File: config.mk
export PLATFORM = sky130hd
export DESIGN_NAME = ctr_rmw_2p
export DESIGN_NICKNAME = d
export VERILOG_FILES = /design/src/rtl/ctr_rmw_2p.sv
export SDC_FILE = /design/constraint.sdc
export NUM_CORES = 1
export LEC_CHECK = 0
export BUFFER_PORTS_ARGS = -buffer_cell sky130_fd_sc_hd__buf_2
export CAP_MARGIN = 0
export CORE_MARGIN = 5
export CORE_UTILIZATION = 49
export DETAILED_ROUTE_END_ITERATION = 7
export HOLD_SLACK_MARGIN = 0.15
export PLACE_DENSITY_LB_ADDON = 0.05
export SLEW_MARGIN = 20
export SYNTH_ARGS = -nofsm -noshare
export SYNTH_HDL_FRONTEND = slang
export SYNTH_SLANG_ARGS = --single-unit
File: constraint.sdc
create_clock -name clk -period 6.5 [get_ports clk]
set_input_delay 0.65 -clock clk [delete_from_list [all_inputs] [get_ports clk]]
set_output_delay 0.65 -clock clk [all_outputs]
set_load 0.05 [all_outputs]
File: src/rtl/ctr_rmw_2p.sv
// ctr_rmw_2p
//   Dual-lane read-modify-write counter-update engine. It drives all four
//   ports of a 2-write/2-read counter RAM with a 1-cycle read latency. Each
//   lane takes an (addr, delta) request, reads the counter, adds the delta and
//   writes the sum back. The new value is also returned on the lane's output.
//   Forwarding from the previous cycle's writes, plus merging of same-cycle
//   same-address requests, keeps back-to-back updates from being lost. After
//   reset the block zeroes the whole RAM before it accepts any request.
//
// Ports
//   clk, rst                          clock, synchronous active-high reset
//   in{0,1}_val/rdy/addr/delta        request lanes (valid/ready)
//   out{0,1}_val/data                 updated counter value, 1-cycle pulse
//   r{0,1}_val/addr/data              RAM read ports (data one cycle later)
//   w{0,1}_val/addr/data              RAM write ports
//   init_done                         high once the RAM zeroing sweep is over
module ctr_rmw_2p #(
  parameter int RAM_DEPTH      = 64,
  parameter int RAM_ADDR_WIDTH = 6,
  parameter int CNT_WIDTH      = 32,
  parameter int DELTA_WIDTH    = 16,
  parameter bit SATURATE       = 1'b0
) (
  input  logic                      clk,
  input  logic                      rst,
  input  logic                      in0_val,
  output logic                      in0_rdy,
  input  logic [RAM_ADDR_WIDTH-1:0] in0_addr,
  input  logic [DELTA_WIDTH-1:0]    in0_delta,
  input  logic                      in1_val,
  output logic                      in1_rdy,
  input  logic [RAM_ADDR_WIDTH-1:0] in1_addr,
  input  logic [DELTA_WIDTH-1:0]    in1_delta,
  output logic                      out0_val,
  output logic [CNT_WIDTH-1:0]      out0_data,
  output logic                      out1_val,
  output logic [CNT_WIDTH-1:0]      out1_data,
  output logic                      r0_val,
  output logic [RAM_ADDR_WIDTH-1:0] r0_addr,
  input  logic [CNT_WIDTH-1:0]      r0_data,
  output logic                      r1_val,
  output logic [RAM_ADDR_WIDTH-1:0] r1_addr,
  input  logic [CNT_WIDTH-1:0]      r1_data,
  output logic                      w0_val,
  output logic [RAM_ADDR_WIDTH-1:0] w0_addr,
  output logic [CNT_WIDTH-1:0]      w0_data,
  output logic                      w1_val,
  output logic [RAM_ADDR_WIDTH-1:0] w1_addr,
  output logic [CNT_WIDTH-1:0]      w1_data,
  output logic                      init_done
);

  localparam int HALF = (RAM_DEPTH + 1) / 2;
  localparam logic [RAM_ADDR_WIDTH-1:0] K_LAST = RAM_ADDR_WIDTH'(HALF - 1);

  typedef logic [CNT_WIDTH:0] sum_t;
  typedef enum logic {ST_INIT, ST_RUN} state_t;

  state_t                    state_reg, state_next;
  logic [RAM_ADDR_WIDTH-1:0] k_reg, k_next;
  // Holds off the sweep for the first cycle after reset, so that cycle shows
  // no RAM activity at all.
  logic                      armed_reg;

  logic                      running;
  logic                      init_w;
  logic                      init_hi_ok;
  logic [RAM_ADDR_WIDTH-1:0] init_addr_lo, init_addr_hi;

  logic [1:0]                               in_val, acc, s1_v, fw_val, wr_val;
  logic [1:0][RAM_ADDR_WIDTH-1:0]           in_addr, s1_addr, fw_addr, wr_addr;
  logic [1:0][DELTA_WIDTH-1:0]              in_delta, s1_delta;
  logic [1:0][CNT_WIDTH-1:0]                rd_data, fw_data, wr_data, base;
  logic [CNT_WIDTH-1:0]                     upd0, upd1;
  logic                                     merge;

  // Zero-extended add, then either wrap (drop the carry) or clamp at all-ones.
  function automatic logic [CNT_WIDTH-1:0] add_cnt(input logic [CNT_WIDTH-1:0] a,
                                                   input logic [DELTA_WIDTH-1:0] d);
    sum_t sum;
    sum = {1'b0, a} + sum_t'(d);
    if (SATURATE && sum[CNT_WIDTH]) add_cnt = '1;
    else                            add_cnt = sum[CNT_WIDTH-1:0];
  endfunction

  // ---------------------------------------------------------------- control
  always_ff @(posedge clk) begin
    if (rst) begin
      state_reg <= ST_INIT;
      k_reg     <= '0;
      armed_reg <= 1'b0;
    end else begin
      state_reg <= state_next;
      k_reg     <= k_next;
      armed_reg <= 1'b1;
    end
  end

  always_comb begin
    state_next = state_reg;
    k_next     = k_reg;
    if (state_reg == ST_INIT && armed_reg) begin
      k_next = k_reg + 1'b1;
      if (k_reg == K_LAST) begin
        state_next = ST_RUN;
        k_next     = '0;
      end
    end
  end

  // Every output is gated by rst so that nothing leaks out of the pipeline
  // while reset is being applied.
  assign running      = (state_reg == ST_RUN) && !rst;
  assign init_w       = (state_reg == ST_INIT) && armed_reg && !rst;
  assign init_addr_lo = k_reg << 1;
  assign init_addr_hi = init_addr_lo | RAM_ADDR_WIDTH'(1);
  // An odd depth leaves the final sweep step without an upper word.
  assign init_hi_ok   = (32'(k_reg) * 32'd2 + 32'd1) < 32'(RAM_DEPTH);

  assign init_done = running;
  assign in0_rdy   = running;
  assign in1_rdy   = running;

  // ---------------------------------------------------------------- lanes
  assign in_val   = {in1_val, in0_val};
  assign in_addr  = {in1_addr, in0_addr};
  assign in_delta = {in1_delta, in0_delta};
  assign rd_data  = {r1_data, r0_data};
  assign acc      = in_val & {2{running}};
  assign wr_val   = {w1_val, w0_val};
  assign wr_addr  = {w1_addr, w0_addr};
  assign wr_data  = {w1_data, w0_data};

  assign r0_val  = acc[0];
  assign r0_addr = in0_addr;
  assign r1_val  = acc[1];
  assign r1_addr = in1_addr;

  genvar gi;
  generate
    for (gi = 0; gi < 2; gi++) begin : g_lane
      logic                      s1_val_reg;
      logic [RAM_ADDR_WIDTH-1:0] s1_addr_reg;
      logic [DELTA_WIDTH-1:0]    s1_delta_reg;
      // Registered copy of this cycle's write on port gi: the RAM read that
      // was issued alongside it cannot see it yet.
      logic                      fw_val_reg;
      logic [RAM_ADDR_WIDTH-1:0] fw_addr_reg;
      logic [CNT_WIDTH-1:0]      fw_data_reg;

      always_ff @(posedge clk) begin
        if (rst) begin
          s1_val_reg   <= 1'b0;
          s1_addr_reg  <= '0;
          s1_delta_reg <= '0;
          fw_val_reg   <= 1'b0;
          fw_addr_reg  <= '0;
          fw_data_reg  <= '0;
        end else begin
          s1_val_reg   <= acc[gi];
          s1_addr_reg  <= in_addr[gi];
          s1_delta_reg <= in_delta[gi];
          fw_val_reg   <= wr_val[gi];
          fw_addr_reg  <= wr_addr[gi];
          fw_data_reg  <= wr_data[gi];
        end
      end

      assign s1_v[gi]     = s1_val_reg & ~rst;
      assign s1_addr[gi]  = s1_addr_reg;
      assign s1_delta[gi] = s1_delta_reg;
      assign fw_val[gi]   = fw_val_reg;
      assign fw_addr[gi]  = fw_addr_reg;
      assign fw_data[gi]  = fw_data_reg;

      // The two write ports never share an address, so at most one hits.
      assign base[gi] = (fw_val[0] && fw_addr[0] == s1_addr_reg) ? fw_data[0] :
                        (fw_val[1] && fw_addr[1] == s1_addr_reg) ? fw_data[1] :
                                                                   rd_data[gi];
    end
  endgenerate

  // Same-address pair: lane 0 is ordered first, so lane 1 builds on lane 0's
  // result and only one combined write goes out, on port 0.
  assign merge = s1_v[0] && s1_v[1] && (s1_addr[0] == s1_addr[1]);
  assign upd0  = add_cnt(base[0], s1_delta[0]);
  assign upd1  = merge ? add_cnt(upd0, s1_delta[1]) : add_cnt(base[1], s1_delta[1]);

  assign out0_val  = s1_v[0];
  assign out0_data = upd0;
  assign out1_val  = s1_v[1];
  assign out1_data = upd1;

  always_comb begin
    w0_val  = 1'b0;
    w0_addr = s1_addr[0];
    w0_data = upd0;
    w1_val  = 1'b0;
    w1_addr = s1_addr[1];
    w1_data = upd1;
    if (init_w) begin
      w0_val  = 1'b1;
      w0_addr = init_addr_lo;
      w0_data = '0;
      w1_val  = init_hi_ok;
      w1_addr = init_addr_hi;
      w1_data = '0;
    end else begin
      w0_val = s1_v[0];
      if (merge) w0_data = upd1;
      w1_val = s1_v[1] && !merge;
    end
  end

endmodule

======== Word level (Yosys, flattened, before mapping) ========
Cells that the tools add are included.
storage, ports and cells
  register bits after elaboration ......... 132
  latch bits .............................. 0
  bits in writable memories ............... 0
  bits in read-only memories .............. 0
  input bits .............................. 112
  output and inout port bits .............. 161
  memories kept ........................... 0
operators by class
  add/sub/neg operators ................... 5
  $mul .................................... 0
  divide/modulo/power cells ............... 0
  magnitude comparators ................... 1
  eq/ne operators ......................... 6
  shift-type cells ........................ 0
  multiplexer cells ....................... 14
  bitwise operators ....................... 5
  reduce and logical (&&, ||, !) cells .... 13
operators with widths
  kind                                                                    number
  32-bit 2-to-1 mux                                                       8
  32-bit by 16-bit adder with 32-bit output                               3
  6-bit equality test                                                     5
  6-bit 2-to-1 mux                                                        3
  1-bit logical AND                                                       10
  7-bit by 1-bit adder with 8-bit output (second input constant)          1
  8-bit by 7-bit < comparator with 1-bit output (second input constant)   1
  6-bit by 1-bit adder with 6-bit output (second input constant)          1
  6-bit by 5-bit equality test with 1-bit output (second input constant)  1
  1-bit 2-to-1 mux                                                        3
  1-bit bitwise AND                                                       2
  2-bit bitwise AND                                                       1
  1-bit logical NOT                                                       2
  1-bit NOT                                                               2
  2-bit AND reduction                                                     1

======== Logic depth before layout (Yosys ltp) ========
Gate-level depths: netlist (run 1).
  depth after elaboration ................. 9
  gate-level depth with buffers ........... 28
  gate-level depth less buffers ........... 26

======== Worst setup path after synthesis (run 1) ========
Ideal clock, no wire load.
  kind .................................... flip-flop to output port
  start ................................... register g_lane[0].s1_addr_reg[0]
  end ..................................... output port w1_data[24]
  data arrival time ....................... 7.335 ns
  data required time ...................... 5.850 ns
  setup slack ............................. -1.485 ns
  stages on the path, launching flop included .. 28
  path buffers ............................ 2
  cell sequence ........................... dfxtp_1 -> xnor2_1 -> nand4_1 -> nor2_1 -> clkbuf_1 -> clkbuf_1 -> nand2_1 -> o21ai_0 -> ha_1 -> inv_1 -> fa_1 -> nor2b_1 -> o21a_1 -> nor2_1 -> xnor2_1 -> nand2_1 -> o21ai_0 -> ha_1 -> o21a_1 -> o31a_1 -> o21ai_0 -> o211ai_1 -> a41oi_1 -> nor2_1 -> or4b_4 -> or3_1 -> xor2_1 -> o31ai_1
on the way
  longest elaborated chain between the ends .. 8
  elaborated cells between the ends (all ways) .. 12
RTL lines
  item                                           RTL line  RTL
  from (decl)                                    143       logic [RAM_ADDR_WIDTH-1:0] s1_addr_reg;
  from (signal assigned)                         161       s1_addr_reg <= in_addr[gi];
  6-bit equality test                            178       (fw_val[1] && fw_addr[1] == s1_addr_reg) ? fw_data[1] :
  1-bit logical AND                              178
  32-bit 2-to-1 mux                              178
  32-bit 2-to-1 mux (*)                          177       assign base[gi] = (fw_val[0] && fw_addr[0] == s1_addr_reg) ? fw_data[0] :
  32-bit by 16-bit adder with 32-bit output (*)  81        sum = {1'b0, a} + sum_t'(d);
  net out0_data[4]                               35        output logic [CNT_WIDTH-1:0] out0_data,
  32-bit by 16-bit adder with 32-bit output (*)  81
  32-bit 2-to-1 mux (*)                          187       assign upd1 = merge ? add_cnt(upd0, s1_delta[1]) : add_cnt(base[1], s1_delta[1]);
  32-bit 2-to-1 mux (*)                          201       if (init_w) begin
  to (decl)                                      49        output logic [CNT_WIDTH-1:0] w1_data,
The timed path passes the listed nets; every way through them passes the cells marked *.

======== Worst setup path in the final report (run 1) ========
  start ................................... register g_lane[0].s1_addr_reg[2]
  end ..................................... output port w1_data[24]
on the way
  longest elaborated chain between the ends .. 8
  elaborated cells between the ends (all ways) .. 12
RTL lines
  item                                                    RTL line
  6-bit equality test                                     178
  1-bit logical AND                                       178
  32-bit 2-to-1 mux                                       178
  32-bit 2-to-1 mux                                       177
  32-bit by 16-bit adder with 32-bit output (2 in a row)  81
  32-bit 2-to-1 mux (*)                                   187
  32-bit 2-to-1 mux (*)                                   201
Mark *: on every way between the ends. The rest lies on a longest branch, timed or not.

==> flow_summary_export.csv, run 1 <==
group,metric,value,unit
yosys,synth.distinct_cells,87,
min_path,hold_path_class,"in2reg",
yosys,synth_fa_ha_area_share,4.61,%
timing,worst_pin_slew,1.05,ns
placed_design,gp_routability_congestion,0.988,
power,power.density_cell_area,246,nW/um^2
setup_path,timing.critical_path.from,"g_lane[0].s1_addr_reg[2]",
routing,ant_nets,0,
yosys,synthesis.area_per_instance,7.59,sq um
final_layout,final_cell_mix,"buf_2, nand2_1, buf_4",
final_layout,largest_reg_flops,64,
clock_network,clock_pin_slew_worst_setup_and_hold_paths,0.07,ns
yosys,synth-xor-area-share,8.47,%
timing,final_max_slew_viol_count,0,
yosys,synth.ff_latch_count,132,
power,total_power,3.47,mW
timing,rsz0062_at_grt,"yes",
final_layout,antenna_cells,0,
clock_network,cts.hold.buffers_added,0,
clock_network,tritoncts_clock_tree,"done",
timing,timing.final.hold_violations,0,
global_route,initial_antenna_violation_count,2,
setup_path,timing.critical_path.required,5.85,ns
run_status,outcome,"finished, violations left",
floorplanning,fp.dieW,152,microns
timing,finalClockSkew,0.0132,ns
routing,vias_per_cell,5.79,
run_status,violations_in_the_final_reports,"negative setup slack",
placed_design,place_hpwl,29300,microns
floorplanning,num_io_pins,273,
global_route,grt_max_degree,65,
yosys,synth_compound_area_share,19.1,%
setup_path,endpoint_kind,"output port",
clock_network,clock_tree.htree_level_count,4,
yosys,synth_warnings,0,
timing,timing.final.crit_period,6.98,ns
setup_path,startpoint_type,"flop",
timing,min_setup_slack_post_route,-0.485,ns
setup_path,worst_ep_arrival_time,6.33,ns
floorplanning,fp_rows,51,
yosys,synthMuxAreaShare,7.26,%
yosys,cell_area_synth,9830,sq um
yosys,syn-instance-count,1294,
power,vdd_ir_drop_max,202,uV
timing,slew_headroom,29.7,%
timing,finalSetupViolCount,37,
setup_path,critical-path-slowest-cell,"or4b_4",
placed_design,post-place-ws,-0.241,ns
routing,detailroute.via_count,11177,
routing,wl_per_cell,20.7,microns
yosys,synth_edf_count,0,
clock_network,worstSkewPairLatency,0.44,ns
clock_network,cts_buffer_depth,2,
clock_network,numClockSinks,132,
final_layout,layout-area-overhead-vs-synth,43.9,%
yosys,mappedNetlistNets,1441,
power,static-leakage-power,6.48,nW
global_route,grt_overflow_total,0,
floorplanning,die-height,152,microns
final_layout,post_route_cells_drive_above_1_share,37.3,%
global_route,global_route.usage.total,33.6,%
setup_path,crit-reg2reg-launch,"g_lane[0].s1_addr_reg[2]",
clock_network,cts_buffers,17,
final_layout,final_util,72.2,%
global_route,grt_first_pass_wirelength,59400,microns
setup_path,reg2regPathDepth,39,
timing,maximum_frequency_from_static_timing_analysis,143,MHz
clock_network,cts_root_buffer,"clkbuf_16",
setup_path,critical_path_most_common_cell,"a21oi_2",
routing,final_wl,40100,microns
placed_design,number_of_port_buffers,272,
setup_path,rrSetupSlack,-0.28,ns
final_layout,most_common_library_cell_in_the_layout_ignoring_fill_and_taps,"buf_2",
yosys,synth-seq-area-share,26.9,%
setup_path,worst-path-max-fanout,4,
yosys,ys.flop_type,"dfxtp_1",
timing,final_min_period_over_clock_period,107,%
routing,detail_route.iter0.violations,900,
setup_path,timing.setup.critical_path_class,"reg2out",
floorplanning,initial_core_util,50.2,%
yosys,synth_top_family_by_area,"simple AND/OR/NAND/NOR gates",
floorplanning,die-area,23000,sq um
timing,timing.setup.tns,-11.32,ns
setup_path,worst_r2r_endpoint,"g_lane[0].fw_data_reg[31]",
yosys,ys_async_sr_fraction,0,%
routing,drc_violation_count_after_routing,0,
final_layout,num-fill-cells,1583,
flow_run,max_cap_violations,0,
yosys,post_synth_and_or_nand_nor_area_fraction,28.0,%
global_route,number_of_global_route_vias_before_repair,10746,
setup_path,timing.critical_path.slowest_cell_delay,0.52,ns
final_layout,nets,1802,
floorplanning,core_area,19600,sq um
setup_path,worst_setup_path_end,"w1_data[24]",
routing,first_pass_iters,5,
final cells by class:
class,instances,area [sq um],area share [%]
well taps,265,332,2.34
repair buffers,416,2820,19.9
inverters,56,210,1.49
multi-input cells,1032,7510,53.1
clock buffers,17,425,3.01
clock inverters,14,191,1.35
flip-flops and latches,132,2650,18.7
metal layers:
metal / wire length, microns / share of wire (%) / track usage (%) / vias up
li1: - / - / - / 5247
met1: 16900 / 42 / 46.6 / 5271
met2: 18000 / 45 / 51.5 / 583
met3: 4180 / 10 / 8.00 / 74
met5: 13 / 0.032 / 0 / -
met4: 964 / 2.4 / 10.6 / 2
logic make-up (layout without fill, tap and decap cells):
| family | Yosys count | count (layout) |
|---|---|---|
| AOI/OAI and AO/OA | 285 | 285 |
| and+or+nand+nor | 548 | 548 |
| adders and majority gates | 35 | 35 |
| buffers and inverters | 130 | 503 |
| muxes | 69 | 69 |
| DFF | 132 | 132 |
| xor gates and xnor gates | 95 | 95 |
cells in the mapped netlist (14+ instances only):
cell type | number | share of area [%]
xor2_1 | 42 | 3.7
dfxtp_1 | 132 | 27
a21oi_1 | 72 | 3.7
o211ai_1 | 17 | 1.3
o21ai_0 | 86 | 4.4
nand2_1 | 148 | 5.7
a21o_1 | 14 | 1.1
nor2_1 | 143 | 5.5
and2_1 | 14 | 0.89
xnor2_1 | 53 | 4.7
clkbuf_1 | 41 | 1.6
nor3_1 | 50 | 2.5
nand3_1 | 42 | 2.1
nand4_1 | 23 | 1.5
inv_1 | 56 | 2.1
buf_4 | 14 | 1.1
ha_1 | 33 | 4.2
mux2i_1 | 60 | 6.1
nor2b_1 | 51 | 3.2
worst min path at each step:
stage / from / end / slack (ns) / cells after the start
floorplan: g_lane[0].s1_val_reg / g_lane[0].fw_val_reg / 0.45 / 2
global placement: k_reg[1] / k_reg[1] / 0.49 / 2
detailed placement: k_reg[1] / k_reg[1] / 0.50 / 2
CTS: in1_delta[13] / g_lane[1].s1_delta_reg[13] / 0.41 / 2
global route: in1_delta[4] / g_lane[1].s1_delta_reg[4] / 0.42 / 2
finish: in1_delta[13] / g_lane[1].s1_delta_reg[13] / 0.42 / 2
worst max-delay path, delay by kind of cell, from the launching register on:
kind            cells  cell delay (ns)
compound gates     13             2.02
xor+xnor            3             0.56
fa+ha+maj           2             0.65
buf+inv             2             0.35
flops               1             0.33
mux                 1             0.15
simple gates        7             1.81
per-stage QoR:
stage | instance area, sq um | cells | hold WS (ns)
after floorplan | 10200 | 1294 | 0.446
after global placement | 12200 | 1843 | 0.486
after detailed placement | 12200 | 1843 | 0.501
after CTS | 13700 | 1913 | 0.411
after global routing | 14100 | 1932 | 0.424
final | 14100 | 1932 | 0.423
power by group:
group	internal [mW]	switching, mW	total, mW
clock network	0.615	0.423	1.04
logic	0.481	1.05	1.54
registers	0.862	0.0382	0.900
timing repair:
action,in CTS,in global routing
pin swaps,40,42
setup endpoints to repair,46,58
gates cloned,0,0
buffers inserted,40,22
resized for setup,158,80
Power figures use the tool's default switching activity.
==> inputs of run 2 (changes only) <==
Settings changed: CTS_CLUSTER_DIAMETER from default to 30, SETUP_SLACK_MARGIN from default to 0.05.
==> flow_summary_export.csv, run 2 (synthesized netlist as in run 1, its figures left out) <==
group,metric,value,unit
power,power.net_switching,1.53,mW
global_route,number_of_global_route_vias_before_repair,10560,
timing,min_setup_slack_post_route,-0.420,ns
routing,first_pass_iters,5,
power,sequentialPowerShare,26.5,%
final_layout,num-fill-cells,1568,
final_layout,final_cell_mix,"buf_2, nand2_1, dfxtp_1",
routing,ant_nets,0,
global_route,grt_overflow_total,0,
clock_network,clock_pin_slew_worst_setup_and_hold_paths,0.07,ns
timing,finalClockSkew,0.0124,ns
timing,timing.final.crit_period,6.92,ns
timing,finalSetupViolCount,35,
final_layout,antenna_cells,0,
power,switching_share,45.1,%
placed_design,gp_routability_congestion,0.943,
placed_design,place_hpwl,28200,microns
final_layout,layout-area-overhead-vs-synth,42.0,%
placed_design,number_of_port_buffers,272,
power,vdd_ir_drop_max,183,uV
timing,timing.final.hold_violations,0,
floorplanning,core_area,19600,sq um
timing,fin_hold_ws,0.409,ns
clock_network,numClockSinks,132,
clock_network,cts_buffers,17,
global_route,grt_first_pass_wirelength,57400,microns
timing,timing.setup.tns,-7.77,ns
routing,detailroute.via_count,11011,
power,clockPowerShare,28.3,%
setup_path,worst-path-max-fanout,5,
setup_path,startpoint_type,"flop",
global_route,global_route.usage.total,32.4,%
routing,drc_violation_count_after_routing,0,
power,power.density_cell_area,243,nW/um^2
floorplanning,die-height,152,microns
setup_path,endpoint_kind,"output port",
routing,final_wl,38600,microns
floorplanning,die-area,23000,sq um
final_layout,largest_reg_flops,64,
run_status,outcome,"finished, violations left",
clock_network,cts_root_buffer,"clkbuf_16",
routing,detail_route.iter0.violations,1010,
run_status,violations_in_the_final_reports,"negative setup slack",
timing,maximum_frequency_from_static_timing_analysis,145,MHz
floorplanning,initial_core_util,50.2,%
placed_design,post-place-ws,-0.279,ns
setup_path,worst_ep_arrival_time,6.27,ns
final_layout,final_design_area_no_fill,14000,sq um
setup_path,timing.critical_path.required,5.85,ns
final_layout,post_route_non_filler_standard_cell_count,1916,
setup_path,timing.setup.critical_path_class,"reg2out",
power,combPwrFrac,45.1,%
placed_design,placement.cell_area,12200,sq um
floorplanning,fp_rows,51,
power,p_int,1.86,mW
clock_network,tritoncts_clock_tree,"done",
global_route,initial_antenna_violation_count,1,
min_path,hold_path_class,"in2reg",
floorplanning,fp.dieW,152,microns
floorplanning,num_io_pins,273,
timing,final_max_slew_viol_count,0,
final_layout,post_route_cells_drive_above_1_share,36.8,%
clock_network,worstSkewPairLatency,0.45,ns
clock_network,cts.hold.buffers_added,0,
placed_design,dp.cells,1844,
flow_run,max_cap_violations,0,
timing,slew_headroom,29.6,%
global_route,grt_max_degree,70,
routing,vias_per_cell,5.75,
timing,worst_pin_slew,1.05,ns
final_layout,footprint_of_the_flip_flops_and_latches,2650,sq um
routing,wl_per_cell,20.2,microns
final_layout,nets,1785,
power,static-leakage-power,6.39,nW
timing,final_min_period_over_clock_period,106,%
clock_network,cts_buffer_depth,2,
final_layout,multi_input_area,7530,sq um
clock_network,clock_tree.htree_level_count,4,
final_layout,most_common_library_cell_in_the_layout_ignoring_fill_and_taps,"buf_2",
power,total_power,3.40,mW
final_layout,final_util,71.2,%
timing,rsz0062_at_grt,"yes",
run 2: changes by cell type in the layout (fill, tap and decap cells not counted), moves of 4 or more:
cell / previous run / this run
buf_4: 133 / 124
a21oi_2: 14 / 10
buf_6: 53 / 41
a21oi_4: 0 / 4
run 2: final timing paths:
check | startpoint | end | slack (ns) | depth (start not counted)
worst min-delay path | in1_delta[13] | g_lane[1].s1_delta_reg[13] | 0.41 | 2
worst max register to register | g_lane[0].s1_addr_reg[2] | g_lane[1].fw_data_reg[24] | 0.68 | 26
worst max-delay path | g_lane[0].s1_addr_reg[2] | w1_data[24] | -0.42 | 27
worst min register to register | k_reg[1] | k_reg[1] | 0.51 | 2
run 2: metal layers:
layer,vias up,global-route usage (%),wire length (microns)
li1,5223,-,-
met1,5111,43.6,16300
met2,586,50.5,17300
met3,91,7.73,3660
met4,0,12.1,1340
met5,-,0,0
run 2: layout make-up:
| type | count | share of cell area, % |
|---|---|---|
| clock buffer | 18 | 3.15 |
| clock inverter | 14 | 0.969 |
| inverter | 56 | 1.51 |
| multi-input combinational | 1032 | 54.0 |
| sequential | 132 | 19.0 |
| tap | 265 | 2.38 |
| timing repair buffer | 399 | 19.0 |
run 2: timing repair:
item,in CTS,in global routing
setup endpoints to repair,50,57
pin swaps,35,39
buffers inserted,26,16
gates resized for setup,138,84
run 2: power groups by stage:
stage	Combinational, mW	Clock (mW)	Sequential [mW]
2_1_floorplan	1.01	0	0.905
3_3_place_gp	1.38	0	0.916
3_5_place_dp	1.38	0	0.917
4_1_cts	1.46	0.961	0.900
5_1_grt	1.61	0.997	0.906
6_report	1.53	0.962	0.901
run 2: critical path, cell delays in order (launching register included):
cell,delay (ns)
dfxtp_2,0.34
xor2_2,0.19
nor4b_4,0.35
nand2_4,0.18
mux2i_1,0.21
o21ai_1,0.11
ha_1,0.32
a211o_1,0.28
a21oi_2,0.18
o21a_1,0.15
o21bai_1,0.09
a21oi_2,0.17
o21ai_2,0.10
a21o_1,0.18
a21oi_2,0.12
xor2_1,0.22
o21ai_1,0.10
ha_1,0.31
a21o_1,0.15
nor3_1,0.05
o211ai_1,0.14
a41oi_2,0.21
nor2_1,0.17
or4b_4,0.54
or3_4,0.38
xor2_4,0.18
o31ai_4,0.20
buf_6,0.19
==> inputs of run 3 (changes only) <==
Settings changed: BUFFER_PORTS_ARGS -buffer_cell sky130_fd_sc_hd__buf_2 to -buffer_cell sky130_fd_sc_hd__buf_4.
==> flow_summary_export.csv, run 3 (synthesized netlist as in run 1, its figures left out) <==
group,metric,value,unit
final_layout,antenna_cells,0,
floorplanning,die-height,152,microns
floorplanning,fp_rows,51,
setup_path,startpoint_type,"flop",
global_route,grt_max_degree,49,
final_layout,most_common_library_cell_in_the_layout_ignoring_fill_and_taps,"buf_4",
setup_path,timing.critical_path.slowest_cell_delay,0.48,ns
final_layout,final_cell_mix,"buf_4, nand2_1, dfxtp_1",
floorplanning,initial_core_util,50.2,%
power,power.density_cell_area,239,nW/um^2
routing,detailroute.via_count,11279,
floorplanning,core_area,19600,sq um
flow_run,max_cap_violations,0,
clock_network,cts_buffers,17,
setup_path,endpoint_kind,"output port",
timing,timing.final.crit_period,7.07,ns
clock_network,cts.hold.buffers_added,0,
placed_design,place_hpwl,29100,microns
floorplanning,fp.dieW,152,microns
timing,min_setup_slack_post_route,-0.566,ns
timing,timing.setup.tns,-14.30,ns
setup_path,timing.setup.critical_path_class,"reg2out",
placed_design,number_of_port_buffers,272,
run_status,violations_in_the_final_reports,"negative setup slack",
setup_path,cp_top_family,"compound AO/OA/AOI/OAI gates",
setup_path,timing.critical_path.required,5.85,ns
floorplanning,die-area,23000,sq um
timing,finalClockSkew,0.0141,ns
routing,drc_violation_count_after_routing,0,
timing,finalSetupViolCount,44,
clock_network,clock_tree.htree_level_count,4,
timing,timing.final.hold_violations,0,
clock_network,cts_buffer_depth,2,
routing,first_pass_iters,7,
power,total_power,3.52,mW
global_route,global_route.usage.total,32.9,%
timing,worst_pin_slew,1.16,ns
placed_design,post-place-ws,-0.0775,ns
timing,fin_hold_ws,0.426,ns
timing,rsz0062_at_grt,"yes",
final_layout,post_route_non_filler_standard_cell_count,1936,
timing,maximum_frequency_from_static_timing_analysis,142,MHz
final_layout,nets,1805,
global_route,grt_overflow_total,0,
final_layout,largest_reg_flops,64,
placed_design,gp_routability_congestion,0.915,
clock_network,numClockSinks,132,
routing,ant_nets,0,
setup_path,critical-path-slowest-cell,"or4b_4",
placed_design,dp.cells,1853,
setup_path,worst-path-max-fanout,5,
power,vdd_ir_drop_max,199,uV
clock_network,tritoncts_clock_tree,"done",
setup_path,worst_ep_arrival_time,6.42,ns
power,static-leakage-power,6.64,nW
final_layout,final_util,75.1,%
routing,final_wl,39700,microns
final_layout,final_design_area_no_fill,14700,sq um
run_status,outcome,"finished, violations left",
timing,slew_headroom,22.6,%
min_path,hold_path_class,"in2reg",
global_route,grt_first_pass_wirelength,58600,microns
routing,wl_per_cell,20.5,microns
clock_network,worstSkewPairLatency,0.43,ns
global_route,initial_antenna_violation_count,1,
routing,vias_per_cell,5.83,
final_layout,layout-area-overhead-vs-synth,49.8,%
clock_network,cts_root_buffer,"clkbuf_16",
setup_path,critical_path_most_common_cell,"buf_6",
global_route,number_of_global_route_vias_before_repair,10819,
timing,final_min_period_over_clock_period,109,%
final_layout,num-fill-cells,1527,
timing,final_max_slew_viol_count,0,
final_layout,post_route_cells_drive_above_1_share,37.1,%
setup_path,path_buf_inv,6,
routing,detail_route.iter0.violations,1038,
placed_design,placement.cell_area,12900,sq um
clock_network,clock_pin_slew_worst_setup_and_hold_paths,0.06,ns
floorplanning,num_io_pins,273,
## run 3: changes by cell type in the layout (fill, tap and decap cells not counted), moves of 4 or more
| cell | previous run | this run |
|---|---|---|
| inv_1 | 56 | 50 |
| nor2_2 | 13 | 9 |
| xnor2_2 | 17 | 9 |
| buf_2 | 226 | 0 |
| xnor2_1 | 32 | 38 |
| inv_2 | 0 | 5 |
| buf_4 | 124 | 350 |
| buf_6 | 41 | 62 |
## run 3: worst reg2reg max path, delay by kind of cell, from the launching register on
family	cells	cell delay, ns
XOR/XNOR	3	0.33
buffers and inverters	9	1.11
flip-flops	1	0.33
multiplexers	1	0.23
AO/OA/AOI/OAI	13	2.03
AND/OR/NAND/NOR	6	1.21
adder cells (fa/ha/maj)	2	0.69
## run 3: what timing repair did
action / CTS / global route
hold endpoints to repair: 0 / 0
endpoints found under the setup margin: 47 / 54
buffers inserted: 22 / 31
gates resized for setup: 91 / 101
pin swaps: 36 / 46
## run 3: final cells by class
type,instances,area (sq um),area share (%)
repair buffers,419,3440,23.4
well taps,265,332,2.25
clock buffers,20,447,3.04
inverters,56,213,1.45
multi-input cells,1032,7520,51.1
flip-flops and latches,132,2650,18.0
clock inverters,12,121,0.825
## run 3: worst paths after layout
kind	startpoint	endpoint	slack, ns	cells after the start
setup reg to reg	g_lane[0].s1_addr_reg[2]	g_lane[0].fw_data_reg[19]	0.46	34
hold / removal	in0_val	g_lane[0].s1_val_reg	0.43	2
setup / recovery	g_lane[0].s1_addr_reg[2]	w1_data[24]	-0.57	30
hold reg to reg	k_reg[1]	k_reg[1]	0.52	2
## run 3: report_power, final
| group | total [mW] | leakage [nW] | internal, mW | switching (mW) |
|---|---|---|---|---|
| clock network | 0.964 | 0.270 | 0.545 | 0.419 |
| registers | 0.901 | 1.09 | 0.862 | 0.0394 |
| logic | 1.66 | 5.28 | 0.592 | 1.06 |
| total | 3.52 | 6.64 | 2.00 | 1.52 |
## run 3: metal layers
| layer | GRT usage, % | part of all wire [%] |
|---|---|---|
| met1 | 44.5 | 41 |
| met2 | 51.7 | 45 |
| met5 | 0 | 0 |
| met4 | 10.8 | 3.6 |
| met3 | 8.18 | 11 |
